===== src/rtl/updown_mod_counter.sv =====
// Up/down event/timer counter with programmable modulo limit, parallel load,
// wrap or saturate behaviour at the terminal value, and one-shot stop.
//
// state | meaning
// ------+---------------------------------------------------------------
// IDLE  | count holds; act=1 starts a run and steps on the same edge
// RUN   | count steps every cycle in the sampled direction
// DONE  | one-shot terminal reached; count holds until act drops
module updown_mod_counter #(
   parameter int unsigned WIDTH = 5,
   parameter bit          WRAP  = 1'b1
) (
   input  logic             clk,
   input  logic             rst,
   input  logic             act,
   input  logic             up_dwn_n,
   input  logic             load,
   input  logic [WIDTH-1:0] load_val,
   input  logic [WIDTH-1:0] limit,
   input  logic             one_shot,
   output logic [WIDTH-1:0] count,
   output logic             ovflw,
   output logic             unflw,
   output logic             done,
   output logic             busy
);

   typedef enum logic [1:0] {
      IDLE = 2'd0,
      RUN  = 2'd1,
      DONE = 2'd2
   } state_t;

   localparam logic [WIDTH-1:0] ONE = {{(WIDTH-1){1'b0}}, 1'b1};

   state_t           state_q;
   state_t           state_d;
   logic [WIDTH-1:0] count_d;
   logic             ovflw_d;
   logic             unflw_d;
   logic             sat_hit_q;
   logic             sat_hit_d;
   logic             do_step;
   logic             term;
   logic [WIDTH-1:0] term_val;
   logic [WIDTH-1:0] wrap_val;
   logic             pulse;

   always_ff @(posedge clk) begin
      if (rst) begin
         state_q   <= IDLE;
         count     <= '0;
         ovflw     <= 1'b0;
         unflw     <= 1'b0;
         sat_hit_q <= 1'b0;
         busy      <= 1'b0;
         done      <= 1'b0;
      end else begin
         state_q   <= state_d;
         count     <= count_d;
         ovflw     <= ovflw_d;
         unflw     <= unflw_d;
         sat_hit_q <= sat_hit_d;
         busy      <= (state_d == RUN);
         done      <= (state_d == DONE);
      end
   end

   always_comb begin
      state_d   = state_q;
      count_d   = count;
      ovflw_d   = 1'b0;
      unflw_d   = 1'b0;
      sat_hit_d = sat_hit_q;
      do_step   = 1'b0;
      pulse     = 1'b0;
      term      = up_dwn_n ? (count >= limit) : (count == '0);
      term_val  = up_dwn_n ? limit : '0;
      wrap_val  = up_dwn_n ? '0 : limit;

      if (load) begin
         count_d   = (load_val > limit) ? limit : load_val;
         sat_hit_d = 1'b0;
         if (state_q == DONE) state_d = IDLE;
      end else begin
         unique case (state_q)
            IDLE: begin
               if (act) begin
                  state_d = RUN;
                  do_step = 1'b1;
               end
            end
            RUN: begin
               if (act) do_step = 1'b1;
               else     state_d = IDLE;
            end
            DONE: begin
               if (!act) state_d = IDLE;
            end
            default: state_d = IDLE;
         endcase
      end

      if (do_step) begin
         if (!term) begin
            count_d   = up_dwn_n ? (count + ONE) : (count - ONE);
            sat_hit_d = 1'b0;
         end else if (one_shot) begin
            count_d = term_val;
            pulse   = 1'b1;
            state_d = DONE;
         end else if (WRAP) begin
            count_d = wrap_val;
            pulse   = 1'b1;
         end else begin
            // saturated: flag only on the first arrival at the terminal value
            count_d   = term_val;
            pulse     = !sat_hit_q;
            sat_hit_d = 1'b1;
         end
      end

      if (pulse) begin
         ovflw_d = up_dwn_n;
         unflw_d = !up_dwn_n;
      end
   end

endmodule

===== config.mk =====
export PLATFORM = sky130hd
export DESIGN_NAME = updown_mod_counter
export DESIGN_NICKNAME = d
export VERILOG_FILES = /design/src/rtl/updown_mod_counter.sv
export SDC_FILE = /design/constraint.sdc
export NUM_CORES = 1
export LEC_CHECK = 0
export CORE_ASPECT_RATIO = 1.25
export CORE_UTILIZATION = 41
export CTS_BUF_LIST = sky130_fd_sc_hd__clkbuf_4 sky130_fd_sc_hd__clkbuf_8 sky130_fd_sc_hd__clkbuf_16
export DETAILED_ROUTE_END_ITERATION = 16
export GPL_TIMING_DRIVEN = 0
export PLACE_DENSITY = 0.74
export SYNTH_ARGS = -nofsm -noshare
export SYNTH_HDL_FRONTEND = slang
export SYNTH_SLANG_ARGS = --single-unit

===== constraint.sdc =====
create_clock -name clk -period 2.95 [get_ports clk]
set_input_delay 0.59 -clock clk [delete_from_list [all_inputs] [get_ports clk]]
set_output_delay 0.59 -clock clk [all_outputs]
set_load 0.01 [all_outputs]

==> results.md, run 1 <==
* Final setup violation count at 0
* Crit-path cells: clkdlybuf4s50_1 -> inv_1 -> ha_1 -> a21oi_1 -> o21ai_0 -> a41oi_1 -> mux2i_1 -> a221oi_1 -> o32ai_1
* Slew Limit Fails at 0
* Antenna violations before repair at 0
* Initial Util at 45.1%
* Leak at 0.598 nW
* Synth Area in XOR/XNOR at 4.26%
* Mapped Area at 1030 µm²
* Ports at 25
* Sw Pwr at 0.179 mW
* Share of the synthesized area in the top cell type at 21.4%
* Grt ovf at 0
* Worst Skew at 0.00130 ns
* Post-route clock period utilization at 91.6%
* Combinational share of power at 44.1%
* Endpoints failing hold at 0
* PortBufs at 24
* Power per Cell Area at 384 nW/µm²
* Post-CTS Hold Buffers at 0
* Area grow syn2layout at 30.0%
* N_diodes at 0
* Resized cells post-CTS at 0
* Largest family of logic cells by synthesized area: compound AO/OA/AOI/OAI gates
* Router iterations before antenna repair at 4
* CTS clk-pin slew, worst paths at 0.07 ns
* CTS Buf Count at 3
* Adder-cell share of the synthesized area at 22.6%
* R2r setup slk at 0.72 ns
* Die X at 46.8 µm
* Async SR Flop Fraction at 0%
* Critical path class: primary input to register
* Switching Fraction at 34.8%
* CTS tree: yes
* Run status: finished clean
* Clock Latency Late Sink at 0.26 ns
* Seq cells post-synth at 11
* Post-synth EDFFs at 0
* Post-layout nets at 186
* Reg2reg start: count[0]$_SDFFE_PP0P_
* Worst hold path type: register to register
* First-pass GRT wire length at 4.26 mm
* DIE HEIGHT at 58.0 µm
* Min-delay src: state_q[1]$_SDFF_PP0_
* Ys flop type: dfxtp_1
* Crit Path Max Fanout at 5
* Gpl congestion at 0.961
* Mux share of post-synthesis cell area at 5.96%
* Max-cap violation count at 0
* Share of cells above drive strength 1 at 5.96%
* Slowest CP cell: clkdlybuf4s50_1
* Hold Worst Slack at 0.652 ns
* Synthesized Nets at 157
* Worst path max stage delay at 0.51 ns
* Internal power at 0.335 mW
* Sequential area share after synthesis at 21.4%
* Clock power share at 21.7%
* Endpoint class of the critical path: register
* Startpoint class of the critical path: primary input
* First DRT Iteration DRCs at 15
* Setup Fix Bufs, Post-CTS at 0
* Average cell area after synthesis at 8.36 µm²
* ANT nets after route at 0
* Clock sinks at 11
* Rel. slew slack at 69.1%
* Via/cell ratio at 5.37
* Clk root buf: clkbuf_4
* Tot GR Track Use at 21.2%
* Hold Crit Depth at 4
* Post-synth top cells: ha_1, inv_1, a21oi_1, dfxtp_1, nand2_1
* Ys Warns at 0
* Simple-gate area share of the yosys netlist at 14.8%
* Hpwl dp at 2.08 mm
* H-tree depth at 1
* F_max at 0.370 GHz
* Count leader, synth: ha_1
* Num rows at 19
* WP data required at 3.09 ns
* Worst-case reg-to-reg path depth at 8
* Total core area at 2280 µm²
* Longest Clk Path Bufs at 2
* Vias in the first global route at 985
* Via count at 978
* Routed wire per std cell at 13.7 µm
* Worst EP arrival at 2.84 ns
* Cells after synthesis at 123
* Post-synth cell types at 33
* Pwr Total at 0.514 mW
* Worst IR drop on VDD at 0.000248 V
* DRC errors left at 0
* Largest cells by area after synthesis: dfxtp_1, ha_1, a21oi_1, inv_1, mux2i_1
* R2r endpoint: count[4]$_SDFFE_PP0P_
* Min-Delay Endpoint: done$_SDFF_PP0_
* Final wirelength at 2.50 mm
* Fin crit period at 2.70 ns
* Measured slew at the worst slew-check pin at 0.457 ns
* Compound-gate portion of the synthesized area at 25.1%
* Post-synthesis cell type with the largest combined area: dfxtp_1
* Die Area at 2710 µm²
* RSZ-0062 raised after global routing: no
* Pin count of the biggest net entering global routing at 11
* Flop pwr share at 34.2%
[worst max-delay path, delay by kind of cell]
kind            cells  cell delay [ns]
compound gates      5             1.12
fa+ha+maj           1             0.31
mux                 1             0.21
buf+inv             2             0.60
[sequential cells by signal, indices dropped and copies added, names as in the netlist]
register,flops
count,5
state_q,2
busy,1
done,1
ovflw,1
unflw,1
[logic make-up (layout without fill, tap and decap cells)]
logic type | after synthesis | in the layout
compound gates | 34 | 34
xor+xnor | 5 | 5
fa+ha+maj | 18 | 18
buf+inv | 16 | 44
flops | 11 | 11
mux | 6 | 6
simple gates | 33 | 33
[placed cells by master (no fill, tap or decap), types with 2 or more instances in the layout]
cell type / instances
clkdlybuf4s50_1: 24
ha_1: 17
inv_1: 14
a21oi_1: 11
dfxtp_1: 11
nand2_1: 9
nor2_1: 8
nand3_1: 5
xnor2_1: 5
mux2i_1: 5
o21ai_0: 4
nor3_1: 4
clkbuf_4: 4
and2_1: 3
a211o_1: 3
nor4_1: 2
clkbuf_1: 2
a21o_1: 2
a31oi_1: 2
[metrics by stage]
stage | util, % | TNS, ns | cells | worst slack [ns] | cell area, µm²
floorplan | - | 0 | 123 | 0.815 | 1030
global placement | 57.3 | 0 | 178 | 0.0676 | 1310
detailed placement | 57.3 | -0.0368 | 178 | -0.0368 | 1310
CTS | 58.6 | 0 | 182 | 0.247 | 1340
global route | 58.6 | 0 | 182 | 0.0172 | 1340
finish | 58.6 | 0 | 182 | 0.249 | 1340
[worst max path at each step]
stage | slack [ns] | endpoint | start | depth (start not counted)
2_1_floorplan | 0.82 | count[4]$_SDFFE_PP0P_ | limit[2] | 8
5_1_grt | 0.02 | count[4]$_SDFFE_PP0P_ | limit[2] | 9
3_5_place_dp | -0.04 | count[4]$_SDFFE_PP0P_ | limit[2] | 9
6_report | 0.25 | count[4]$_SDFFE_PP0P_ | limit[2] | 9
3_3_place_gp | 0.07 | count[4]$_SDFFE_PP0P_ | limit[2] | 9
4_1_cts | 0.25 | count[4]$_SDFFE_PP0P_ | limit[2] | 9
[layout make-up]
cell class,count,area (µm²)
inverters,14,52.6
well taps,31,38.8
clock buffers,4,30.0
repair buffers,24,240
fillers,226,945
plain buffers,2,7.51
flip-flops and latches,11,220
multi-input cells,96,748
[power by group through the flow]
| stage | clock (mW) | combinational, mW | sequential, mW |
|---|---|---|---|
| floorplan | 0 | 0.142 | 0.179 |
| global placement | 0 | 0.217 | 0.178 |
| detailed placement | 0 | 0.225 | 0.179 |
| CTS | 0.112 | 0.226 | 0.175 |
| global route | 0.122 | 0.250 | 0.177 |
| finish | 0.112 | 0.226 | 0.176 |
[layer usage]
metal  up-vias  wire, µm  GRT usage, %
met5         -         0             0
met4         0        45          5.71
met3         6        65          3.12
met2        20      1250          35.7
met1       450      1140          27.3
li1        502         -             -
Power figures use the tool's default switching activity.
==> inputs of run 2 (changes only) <==
--- a/config.mk
+++ b/config.mk
@@ -6,11 +6,11 @@
 export NUM_CORES = 1
 export LEC_CHECK = 0
 export CORE_ASPECT_RATIO = 1.25
-export CORE_UTILIZATION = 41
+export CORE_UTILIZATION = 50
 export CTS_BUF_LIST = sky130_fd_sc_hd__clkbuf_4 sky130_fd_sc_hd__clkbuf_8 sky130_fd_sc_hd__clkbuf_16
 export DETAILED_ROUTE_END_ITERATION = 16
 export GPL_TIMING_DRIVEN = 0
-export PLACE_DENSITY = 0.74
+export PLACE_DENSITY = 0.87
 export SYNTH_ARGS = -nofsm -noshare
 export SYNTH_HDL_FRONTEND = slang
 export SYNTH_SLANG_ARGS = --single-unit
==> results.md, run 2 (synthesis results as in run 1) <==
* Run status: finished clean
* Slowest CP cell: clkdlybuf4s50_1
* First DRT Iteration DRCs at 36 (+21)
* Clock sinks at 11 (unchanged)
* H-tree depth at 1 (unchanged)
* Fin worst setup slack at 0.274 ns (+0.0254 ns)
* Max-cap violation count at 0 (unchanged)
* Worst EP arrival at 2.83 ns (about the same)
* CTS tree: yes
* Total core area at 1960 µm² (-14%)
* Power per Cell Area at 393 nW/µm² (+2.4%)
* Most common cell after layout, fill and taps aside: clkdlybuf4s50_1
* Hpwl dp at 2.24 mm (+7.6%)
* Most frequent cells in the layout: clkdlybuf4s50_1, ha_1, inv_1, a21oi_1, dfxtp_1
* Fin crit period at 2.68 ns (-0.0254 ns)
* R2r endpoint: count[4]$_SDFFE_PP0P_
* Post-route clock period utilization at 90.7% (-0.86 points)
* WP data required at 3.11 ns (+0.02 ns)
* Post-route cell area at 1330 µm² (-0.47%)
* Worst-case reg-to-reg path depth at 8 (unchanged)
* Reg2reg start: count[0]$_SDFFE_PP0P_
* Final setup violation count at 0 (unchanged)
* Crit-path cells: clkdlybuf4s50_1 -> inv_1 -> ha_1 -> a21oi_1 -> o21ai_0 -> a41oi_2 -> mux2i_1 -> a221oi_1 -> o32ai_1
* Setup Fix Bufs, Post-CTS at 0 (unchanged)
* Antenna violations before repair at 0 (unchanged)
* Gpl congestion at 0.924 (-3.9%)
* DRC errors left at 0 (unchanged)
* Longest Clk Path Bufs at 2 (unchanged)
* Worst path max stage delay at 0.51 ns (about the same)
* Placed Instances at 167 (-6.2%)
* Critical Path Source: limit[2]
* Num rows at 18 (-1)
* Share of cells above drive strength 1 at 6.62% (+0.66 points)
* Post-route insts no fill at 171 (-6.0%)
* CP Capture Point: count[4]$_SDFFE_PP0P_
* CTS clk-pin slew, worst paths at 0.08 ns (about the same)
* Top sig layer: met4
* Via/cell ratio at 6.08 (+13%)
* Flop pwr share at 33.6% (-0.6 points)
* Pin count of the biggest net entering global routing at 11 (unchanged)
* Critical path class: primary input to register
* Final wirelength at 2.74 mm (+9.5%)
* Area grow syn2layout at 29.4%
* Max reg flops at 5 (unchanged)
* Tot GR Track Use at 27.2% (+6.0 points)
* RSZ-0062 raised after global routing: no
* Pwr Total at 0.524 mW (+1.9%)
* Biggest register: count
* Measured slew at the worst slew-check pin at 0.564 ns (+0.107 ns)
* N_diodes at 0 (unchanged)
* Clock power share at 22.2% (+0.5 points)
* Die Area at 2240 µm² (-17%)
* Sw Pwr at 0.187 mW (+4.8%)
* Clock Latency Late Sink at 0.28 ns (+0.02 ns)
* Worst IR drop on VDD at 0.000237 V (-4.4%)
* Vias in the first global route at 1090 (+11%)
* F_max at 0.374 GHz (+0.95%)
* Via count at 1040 (+6.3%)
* Combinational share of power at 44.2% (about the same)
* CTS Buf Count at 3 (unchanged)
* Biggest regs: count: 5 flops, state_q: 2 flops
* DIE HEIGHT at 52.7 µm (-9.1%)
* Wire length on met3 at 155 µm (+140%)
* Crit Path Max Fanout at 5 (unchanged)
* PortBufs at 24 (unchanged)
* Post-layout nets at 186 (unchanged)
* Grt ovf at 0 (unchanged)
* Endpoints failing hold at 0 (unchanged)
* Leak at 0.598 nW (about the same)
* R2r setup slk at 0.74 ns (+0.02 ns)
* Internal power at 0.336 mW (+0.41%)
* Fillers at 164 (-27%)
* Switching Fraction at 35.8% (+0.98 points)
* Initial Util at 52.5% (+7.4 points)
* Worst Skew at 0.00799 ns (+0.00670 ns)
* Rel. slew slack at 62.0% (-7.1 points)
* First-pass GRT wire length at 4.55 mm (+6.8%)
* Routed wire per std cell at 16.0 µm (+17%)
* Met2 WL at 1.44 mm (+15%)
* Clk root buf: clkbuf_4
* Area after DPL at 1290 µm² (-1.1%)
* Router iterations before antenna repair at 4 (unchanged)
* Worst hold path type: register to register
* Startpoint class of the critical path: primary input
* Slew Limit Fails at 0 (unchanged)
* M1 WL at 1.08 mm (-5.4%)
* Ports at 25 (unchanged)
* Pre-CTS WS at -0.0692 ns (-0.0325 ns)
* ANT nets after route at 0 (unchanged)
* Endpoint class of the critical path: register
* Die X at 42.6 µm (-9.0%)
==> run 2: stage by stage <==
| step | setup TNS (ns) | utilization (%) | hold slack, ns |
|---|---|---|---|
| after global routing | 0 | 67.9 | 0.673 |
| after global placement | 0 | 66.0 | 0.628 |
| after CTS | 0 | 67.6 | 0.644 |
| after detailed placement | -0.0692 | 66.0 | 0.631 |
| after floorplan | 0 | - | 0.586 |
| final | 0 | 67.9 | 0.642 |
==> run 2: worst min path at each step <==
stage / slack [ns] / to / start / cells past startpoint
6_report: 0.64 / done$_SDFF_PP0_ / state_q[1]$_SDFF_PP0_ / 4
5_1_grt: 0.67 / done$_SDFF_PP0_ / state_q[1]$_SDFF_PP0_ / 4
4_1_cts: 0.64 / done$_SDFF_PP0_ / state_q[1]$_SDFF_PP0_ / 4
3_5_place_dp: 0.63 / done$_SDFF_PP0_ / state_q[1]$_SDFF_PP0_ / 4
3_3_place_gp: 0.63 / done$_SDFF_PP0_ / state_q[1]$_SDFF_PP0_ / 4
2_1_floorplan: 0.59 / done$_SDFF_PP0_ / state_q[1]$_SDFF_PP0_ / 4
==> run 2: worst max-delay path, delay by kind of cell <==
kind	cells	cell delay [ns]
AOI/OAI and AO/OA	5	1.14
muxes	1	0.20
adders and majority gates	1	0.31
buffers and inverters	2	0.60
==> run 2: final cells by class <==
class	count	area, µm²	share of cell area (%)
plain buffers	2	7.51	0.564
clock buffers	4	30.0	2.26
inverters	14	52.6	3.95
multi-input cells	96	756	56.8
flip-flops and latches	11	220	16.5
well taps	20	25.0	1.88
repair buffers	24	240	18.0
==> run 2: repair_timing <==
item / 4_1_cts / 5_1_grt
setup endpoints to repair: 0 / 1
hold buffers: 0 / 0
gates resized for setup: 0 / 1
==> run 2: routing by layer <==
layer / vias up / global-route usage (%)
li1: 504 / -
met1: 484 / 27.0
met2: 45 / 53.8
met3: 7 / 4.48
met4: 0 / 12.5
met5: - / 0
==> run 2: power groups by stage <==
| stage | clock, mW | sequential (mW) | combinational, mW |
|---|---|---|---|
| floorplan | 0 | 0.179 | 0.142 |
| global placement | 0 | 0.178 | 0.215 |
| detailed placement | 0 | 0.179 | 0.225 |
| CTS | 0.115 | 0.175 | 0.227 |
| global route | 0.122 | 0.176 | 0.255 |
| finish | 0.116 | 0.176 | 0.232 |
==> patch 1 (settings of run 1) <==
`WRAP`: 1'b1 -> 1'b0.
--- a/src/rtl/updown_mod_counter.sv
+++ b/src/rtl/updown_mod_counter.sv
@@ -8,7 +8,7 @@
 // DONE  | one-shot terminal reached; count holds until act drops
 module updown_mod_counter #(
    parameter int unsigned WIDTH = 5,
-   parameter bit          WRAP  = 1'b1
+   parameter bit          WRAP  = 1'b0
 ) (
    input  logic             clk,
    input  logic             rst,
Behaviour: not the same (a bounded check fails within 4 cycles, from zero or initial values and one cycle with rst high).
==> patch 1 against run 1 <==
Via count is 9.0% higher. Power is 9.5% higher. Combinational power is 4% higher. Non-clock buffer count is 3 higher. Setup slack worse by 100 ps. Hold slack worse by 130 ps. Routed wire length is 7.1% higher. Utilization is 1.3 points lower. Sequential power is 9% higher. Fmax is 3.6% lower. Design area is 8.3% higher. Area after synthesis is 10% higher. Sequential cell count is 1 higher. Synthesized cell count is 11% higher.
==> patch 1: results (changes against run 1) <==
* Vias in the first global route at 1132 (+15%)
* Power Internal at 369 uW (+10%)
* Syn_nets at 171 (+8.9%)
* Wl on met1 at 1.09 mm (-4.6%)
* DRT Pass-1 Iters at 6 (+2)
* Final core occ at 57.3% (-1.3 points)
* Placed inst area at 1410 sq um (+8.0%)
* Count of cell types in the netlist at 41 (+24%)
* Setup Skew at 6.80 ps (+5.50 ps)
* Adder-Cell Fraction of Synth Area at 20.6% (-2.1 points)
* Fillers at 239 (+5.8%)
* Synth cell count leaders: ha_1, nor2_1, dfxtp_1
* Complex-gate fraction of the synthesized area at 21.1% (-3.9 points)
* Worst-Skew Late Latency at 280 ps (+20 ps)
* RePlAce Congestion at 0.909 (-5.4%)
* CP Data Arrival Time at 2980 ps (+140 ps)
* Status: complete, no violations
* Reg2reg path depth at 7 (-1)
* Worst slew pin tran at 470 ps (+12.9 ps)
* Syn Area/Cell at 8.26 sq um (-1.3%)
* Post-Place Cells at 194 (+9.0%)
* DR iter-0 viols at 35 (+20)
* First-pass GRT wire length at 4.77 mm (+12%)
* Post-synthesis sequential area ratio at 21.2% (-0.17 points)
* Vias per cell at 5.38 (+0.19%)
* WHS Endpoint: sat_hit_q
* R2R setup slack at 460 ps (-260 ps)
* Hold Crit Start: sat_hit_q
* Worst vdd rail ir drop at 0.000306 V (+24%)
* Worst hold margin at 526 ps (-126 ps)
* Part of the power in combinational logic at 42.0% (-2.1 points)
* Non-filler cells, final at 198 (+8.8%)
* Synth top area cells: dfxtp_1, ha_1, nor2_1
* Metal3 WL at 114 um (+75%)
* Hold path cells at 2 (-2)
* GR Util All Layers at 20.9% (-0.27 points)
* Leakage Power at 0.644 nW (+7.8%)
* Post-synthesis mux area share at 6.42% (+0.45 points)
* Routed met2 length at 1.45 mm (+16%)
* Largest delay share family, worst path: buffers and inverters
==> patch 1: cell type report <==
cell class	count	share of cell area (%)
multi-input cells	109	56.7
inverters	11	2.85
plain buffers	5	1.90
clock buffers	4	2.50
flip-flops and latches	12	16.6
well taps	33	2.85
repair buffers	24	16.6
==> patch 1: worst max path at each step <==
stage	start	to	slack [ps]
6_report	up_dwn_n	count[4]	150
5_1_grt	up_dwn_n	count[4]	20
4_1_cts	up_dwn_n	count[4]	140
3_5_place_dp	up_dwn_n	count[4]	-160
3_3_place_gp	up_dwn_n	count[4]	-110
2_1_floorplan	up_dwn_n	count[4]	590
==> patch 1: metal layers <==
layer / global-route usage (%) / vias up
met2: 42.3 / 27
met4: 6.72 / 0
met1: 21.9 / 493
li1: - / 544
met3: 3.76 / 2
met5: 0 / -
==> patch 1: tightest hold or removal path, cell delays in order, from the launching register on <==
cell and delay [ps]:
dfxtp_1 320, nor2_1 110, nor4_1 60
==> patch 2 (config.mk and constraints of run 1) <==
Made on the original files. Remove the register `unflw`: a continuous assignment takes its place, so the output `unflw` follows one clock earlier.
--- a/src/rtl/updown_mod_counter.sv
+++ b/src/rtl/updown_mod_counter.sv
@@ -51,7 +51,6 @@
          state_q   <= IDLE;
          count     <= '0;
          ovflw     <= 1'b0;
-         unflw     <= 1'b0;
          sat_hit_q <= 1'b0;
          busy      <= 1'b0;
          done      <= 1'b0;
@@ -59,12 +58,13 @@
          state_q   <= state_d;
          count     <= count_d;
          ovflw     <= ovflw_d;
-         unflw     <= unflw_d;
          sat_hit_q <= sat_hit_d;
          busy      <= (state_d == RUN);
          done      <= (state_d == DONE);
       end
    end
+
+   assign unflw = unflw_d;
 
    always_comb begin
       state_d   = state_q;
Function: changed (a bounded check fails within 4 cycles, from zero or initial values and one cycle with rst high).
==> patch 2 against run 1 <==
Power is 1.1% higher. Sequential share of layout area shrank 1.3 points. Design area shrank 1.0%. Clock skew rose by 2.0 ps. Largest power group unchanged. Global-route usage is 0.48 points lower. Utilization about the same. Setup slack worse by 120 ps. Routed wire length down 1.9%. Sequential cell count down 1. Critical path type is now primary input to primary output. Area after synthesis fell by 1.6%.
==> patch 2: results (changes against run 1) <==
* Status: complete, no violations
* Post-synthesis sequential area ratio at 19.8% (-1.6 points)
* Power per cell area at 392 nW/um^2 (+2.2%)
* GR Util All Layers at 20.7% (-0.48 points)
* Slowest stage delay, CP at 510 ps (about the same)
* CP Data Arrival Time at 2230 ps (-610 ps)
* Clock network power at 129 uW (+15%)
* Routed met2 length at 1.24 mm (-1.1%)
* Largest net degree at the start of global routing at 11 (unchanged)
* M2 GR Usage at 32.7% (-3.0 points)
* Max transition margin at 71.2% (+2.0 points)
* First-pass GRT wire length at 4.15 mm (-2.6%)
* Fillers at 208 (-8.0%)
* Worst slack, placed at -449 ps (-413 ps)
* Share of cells above drive strength 1 at 10.1% (+4.1 points)
* Final core occ at 58.6% (about the same)
* Met1 Use GR at 27.3% (-0.035 points)
* Worst vdd rail ir drop at 0.000405 V (+63%)
* Power Internal at 338 uW (+1.0%)
* DR vias at 968 (-1.0%)
* Metal3 WL at 127 um (+95%)
* HPWL after DPL at 1.93 mm (-7.3%)
* Wl on met1 at 1.03 mm (-10%)
* Largest delay share family, worst path: buffers and inverters
* Syn Area/Cell at 8.23 sq um (-1.6%)
* Placed inst area at 1270 sq um (-2.8%)
* Vias in the first global route at 998 (+1.3%)
* Met3 GRT Util at 1.90% (-1.2 points)
* WL final at 2.46 mm (-1.9%)
* Synth top area cells: ha_1, dfxtp_1, mux2i_1
* Count of cell types in the netlist at 37 (+12%)
* Nets at 184 (-1.1%)
* Post-synth top flop: dfxtp_1
* Leakage Power at 0.602 nW (+0.59%)
* Vias per cell at 5.38 (about the same)
* Synth cell count leaders: ha_1, nor2_1, inv_1
* I/O Buffers at 22 (-8.3%)
* RePlAce Congestion at 0.800 (-17%)
## patch 2: cell type report
class | instances | share of cell area (%)
multi-input combinational | 98 | 57.5
inverter | 11 | 3.12
tap | 31 | 2.93
buffer | 4 | 2.08
sequential | 10 | 15.1
timing repair buffer | 22 | 16.5
clock buffer | 4 | 2.74
## patch 2: cells by family (layout without fill, tap and decap cells)
logic type	count (synthesis)	in the layout	synth area share, %
and+or+nand+nor	39	39	18.2
DFF	10	10	19.8
xor gates and xnor gates	5	5	4.33
adders and majority gates	18	18	23.0
AOI/OAI and AO/OA	28	28	20.3
muxes	8	8	8.28
buffers and inverters	15	41	6.18
## patch 2: worst paths after layout
kind	startpoint	end	slack, ps	depth (start not counted)
worst max-delay path	up_dwn_n	unflw	130	9
worst min-delay path	count[1]	count[1]	590	2
worst max register to register	count[0]	count[2]	910	9
worst min register to register	count[1]	count[1]	590	2
## patch 2: what timing repair did
item	CTS	global route
hold endpoints to repair	0	0
resized for setup	10	5
setup endpoints to repair	1	1
